## config.mk

```make
export PLATFORM = sky130hd
export DESIGN_NAME = mem_access_unit
export DESIGN_NICKNAME = d
export VERILOG_FILES = /design/src/rtl/mem_access_unit.sv
export SDC_FILE = /design/constraint.sdc
export NUM_CORES = 1
export LEC_CHECK = 0
export ABC_AREA = 1
export CORE_MARGIN = 4
export CORE_UTILIZATION = 43
export CTS_CLUSTER_DIAMETER = 100
export DETAILED_ROUTE_END_ITERATION = 12
export PLACE_DENSITY = 0.93
export RECOVER_POWER = 100
export SYNTH_ARGS = -nofsm -noshare
export SYNTH_HDL_FRONTEND = slang
export SYNTH_SLANG_ARGS = --single-unit
export TNS_END_PERCENT = 10
```

## constraint.sdc

```tcl
create_clock -name clk -period 1.91 [get_ports clk]
set_input_delay 0.382 -clock clk [delete_from_list [all_inputs] [get_ports clk]]
set_output_delay 0.382 -clock clk [all_outputs]
set_load 0.01 [all_outputs]
```

## src/rtl/mem_access_unit.sv

```systemverilog
// Memory-stage load/store controller: turns byte/halfword/word accesses into
// word accesses on a 1-cycle synchronous RAM, with read-modify-write for sub-word stores.
module mem_access_unit #(
    parameter int Width_B = 32,
    parameter int Addr_B  = 32
) (
    input  logic               clk,
    input  logic               reset,
    input  logic               req_read,
    input  logic               req_write,
    input  logic [1:0]         req_size,
    input  logic               req_unsigned,
    input  logic [Addr_B-1:0]  req_addr,
    input  logic [Width_B-1:0] req_wdata,
    output logic               stall,
    output logic               load_valid,
    output logic [Width_B-1:0] load_data,
    output logic               access_fault,
    output logic               mem_read,
    output logic               mem_write,
    output logic [Addr_B-1:0]  mem_addr,
    output logic [Width_B-1:0] mem_wdata,
    input  logic [Width_B-1:0] mem_rdata
);

    typedef enum logic [1:0] {IDLE, LOAD_WAIT, RMW_WRITE} state_t;

    state_t             state;
    logic [Addr_B-1:0]  cap_addr;
    logic [1:0]         cap_size;
    logic               cap_unsigned;
    logic [15:0]        cap_wdata;

    logic               has_req;
    logic               bad_req;
    logic               accept;
    logic [4:0]         lane_shift;
    logic [Width_B-1:0] shifted;
    logic [Width_B-1:0] extended;
    logic [Width_B-1:0] lane_mask;
    logic [Width_B-1:0] insert;
    logic [Width_B-1:0] merged;

    assign has_req = req_read | req_write;
    assign bad_req = (req_read & req_write)
                   | (req_size == 2'b11)
                   | ((req_size == 2'b01) & req_addr[0])
                   | ((req_size == 2'b10) & (req_addr[1:0] != 2'b00));
    assign accept  = (state == IDLE) & has_req & ~bad_req & ~reset;

    // Lane alignment for the captured access; a halfword at addr[1]=1 is
    // simply a 16-bit shift, so one shifter serves both sizes.
    assign lane_shift = {cap_addr[1:0], 3'b000};
    assign shifted    = mem_rdata >> lane_shift;
    assign lane_mask  = ((cap_size == 2'b01) ? 32'h0000_FFFF : 32'h0000_00FF) << lane_shift;
    assign insert     = {16'h0000, cap_wdata} << lane_shift;
    assign merged     = (mem_rdata & ~lane_mask) | (insert & lane_mask);

    always_comb begin
        case (cap_size)
            2'b00:   extended = cap_unsigned ? {24'h000000, shifted[7:0]}
                                             : {{24{shifted[7]}}, shifted[7:0]};
            2'b01:   extended = cap_unsigned ? {16'h0000, shifted[15:0]}
                                             : {{16{shifted[15]}}, shifted[15:0]};
            default: extended = shifted;
        endcase
    end

    always_ff @(posedge clk) begin
        if (reset) begin
            state        <= IDLE;
            cap_addr     <= '0;
            cap_size     <= 2'b00;
            cap_unsigned <= 1'b0;
            cap_wdata    <= 16'h0000;
        end else begin
            case (state)
                IDLE: begin
                    if (accept) begin
                        cap_addr     <= req_addr;
                        cap_size     <= req_size;
                        cap_unsigned <= req_unsigned;
                        cap_wdata    <= req_wdata[15:0];
                        if (req_read)
                            state <= LOAD_WAIT;
                        else if (req_size != 2'b10)
                            state <= RMW_WRITE;
                    end
                end
                default: state <= IDLE;
            endcase
        end
    end

    // All handshake and RAM outputs are decoded from state and the live request.
    always_comb begin
        stall        = 1'b0;
        load_valid   = 1'b0;
        load_data    = '0;
        access_fault = 1'b0;
        mem_read     = 1'b0;
        mem_write    = 1'b0;
        mem_addr     = '0;
        mem_wdata    = '0;
        if (!reset) begin
            case (state)
                IDLE: begin
                    if (has_req && bad_req) begin
                        access_fault = 1'b1;
                    end else if (has_req) begin
                        mem_addr = {2'b00, req_addr[Addr_B-1:2]};
                        if (req_write && req_size == 2'b10) begin
                            mem_write = 1'b1;
                            mem_wdata = req_wdata;
                        end else begin
                            mem_read = 1'b1;
                            stall    = 1'b1;
                        end
                    end
                end
                LOAD_WAIT: begin
                    load_valid = 1'b1;
                    load_data  = extended;
                end
                RMW_WRITE: begin
                    mem_write = 1'b1;
                    mem_addr  = {2'b00, cap_addr[Addr_B-1:2]};
                    mem_wdata = merged;
                end
                default: ;
            endcase
        end
    end

endmodule

```

==> flow_summary.toml <==
[final_layout]
drive_above_1_share_pct = 37.5
nFillCells = 676
fin_nets = 1232
diodes = 0
area_growth_pct = 78.8

[detailed_routing]
first_pass_iters = 8
drc = 0
routed_wl_um = 24900
antenna_left = 0
routedWlPerCell_um = 19.7
drt_iter0_drc = 1132
avgViaCountPerCell = 5.98
vias = 7565

[sta]
skew_ns = 0.0132
hold_ws_ns = 0.321
rsz0062_at_grt = "true"
fmax_ghz = 0.455
setup_viol = 97
finalWorstSetupSlack_ns = -0.289
fin_crit_sh_pct = 115
drv_slew = 0
worst_slew_pin_slew_ns = 0.563
min_period_ns = 2.20
finalHoldViolCount = 0
relSlewSlack_pct = 62.5

[placement]
gp_congestion = 1.00
dp_hpwl_um = 14900
io_buffers = 201

[global_routing]
grt_use_total_pct = 34.4
grt_max_degree = 57
gr-total-overflow = 0
antenna_found_initial = 0
grt_first_pass_wirelength_um = 34900
grt_pass1_vias = 6913

[floorplanning]
dieArea_um2 = 12300
io_pins = 204
start_util_pct = 44.2
die_w_um = 111
row_count = 37
core_um2 = 10300
fp.dieH_um = 111

[cts]
clk_pin_slew_ns = 0.12
htree_levels = 2
cts_tree = "yes"
cts_made_buffers = 5
root_buffer = "clkbuf_8"
cts_hold_buffers = 0
clockBufferDepth = 2
clkSinkCount = 53
insertion_delay_ns = 0.32

[setup_path]
worstPathMaxFanout = 5
rrSetupSlack_ns = -0.27
critPathLaunchType = "register"
crit_arrival_ns = 1.82
cp-end-kind = "primary output"
path_class = "register to primary output"
crit_required_ns = 1.53

[synthesis]
ys_seq_area_share_pct = 23.2
async_flop_share_pct = 0
synthTopCellsByArea = "dfxtp_1 23%, nand2_1 19%, a21oi_1 16%"
ys.warnings.count = 0
ys_types = 27
dominantRegCellSynth = "dfxtp_1"
avgSynthCellArea_um2 = 5.54
synth_most_common_cell = "nand2_1"
ys_ff_latch = 53
yosysTopAreaCell = "dfxtp_1"
synthTopCellsByCount = "226 x nand2_1, 146 x a21oi_1, 89 x inv_1"
synth_edf_count = 0
synth_top_cell_area_share_pct = 23.2
synth_cells = 824
syn_area_um2 = 4560

[power_and_ir_drop]
pwr-share-seq_pct = 31.3
p_leak_nw = 3.82
p_comb_share_pct = 50.7
p_total_mw = 4.08
power.switching_mw = 1.70
cell_internal_pwr_mw = 2.38
ir_drop_mv = 0.365
p_clk_share_pct = 17.9
swShare_pct = 41.6
powerDensity_nw_per_um2 = 500

[job]
cap_viol_max_count = 0

[worst_hold_path]
hp-class = "input pin to register"

[run_status]
status = "complete, but fails checks"
violations = "negative setup slack"
cell families after synthesis:
family,Yosys count,synth area share [%]
AND/OR/NAND/NOR,404,38.7
AO/OA/AOI/OAI,207,23.1
flip-flops,53,23.2
buffers and inverters,159,14.9
other,1,0.0822
state kept, by name, summed over array words and instances (netlist names):
signal        cells
cap_unsigned      1
state             2
cap_size          2
cap_addr         32
cap_wdata        16
repair_timing:
action	CTS	global route
cloned	5	2
pin swaps	62	39
buffers inserted	41	6
resized for setup	535	125
setup endpoints to repair	99	101
stage by stage:
stage	cell area [um^2]	util [%]	worst slack, ns	TNS, ns	instances
after floorplan	4570	-	0.0347	0	825
after global placement	7370	71.4	-0.826	-79.75	1211
after detailed placement	7370	71.4	-0.909	-84.83	1211
after CTS	7860	76.1	-0.168	-10.49	1264
after global routing	8160	79.1	-0.306	-19.94	1266
final	8160	79.1	-0.289	-13.43	1266
power groups by stage:
| stage | registers, mW | logic, mW | clock network (mW) |
|---|---|---|---|
| floorplan | 1.26 | 0.819 | 0 |
| global placement | 1.27 | 1.57 | 0 |
| detailed placement | 1.28 | 1.60 | 0 |
| CTS | 1.26 | 1.82 | 0.702 |
| global route | 1.29 | 2.18 | 0.762 |
| finish | 1.28 | 2.07 | 0.732 |
final timing paths:
check	startpoint	end	depth (start not counted)
max	state[1]$_SDFFE_PP0P_	mem_wdata[7]	9
min	req_read	state[1]$_SDFFE_PP0P_	2
max reg2reg	state[1]$_SDFFE_PP0P_	cap_addr[20]$_SDFFE_PP0P_	14
min reg2reg	cap_addr[2]$_SDFFE_PP0P_	cap_addr[2]$_SDFFE_PP0P_	2
per-layer routing:
metal | vias up | track usage (%) | wire length [um]
li1 | 3286 | - | -
met3 | 213 | 8.08 | 2920
met4 | 0 | 18.4 | 1990
met5 | - | 0 | 0
met2 | 712 | 62.1 | 11700
met1 | 3354 | 36.9 | 8340
critical path: stages, from the launching register on:
cell and delay, ns:
dfxtp_2 0.37, inv_2 0.05, buf_6 0.13, nor2_4 0.14, buf_6 0.17, clkinv_8 0.08, a21oi_2 0.15, o21ai_2 0.11
a21oi_2 0.14, buf_2 0.14
cell type report:
class                           instances  area [um^2]  share of cell area (%)
Clock inverter                          3         26.3                   0.322
Timing Repair inverter                  1         8.76                   0.107
Timing Repair Buffer                  358         3040                    37.2
Tap cell                              136          170                    2.08
Inverter                               96          383                    4.69
Clock buffer                            5         68.8                   0.843
Multi-Input combinational cell        614         3400                    41.6
Sequential cell                        53         1070                    13.1
cell usage in the layout (no fill, tap or decap), types with 19 or more instances in the layout:
cell type	n
buf_2	95
nand3_2	22
nand3_1	33
dfxtp_1	49
buf_6	23
a21oi_2	44
nand2_1	208
inv_1	87
clkdlybuf4s50_1	89
nor2_1	60
nand4_1	30
a21oi_1	98
buf_4	118
nand2_2	19
Power figures use the tool's default switching activity.
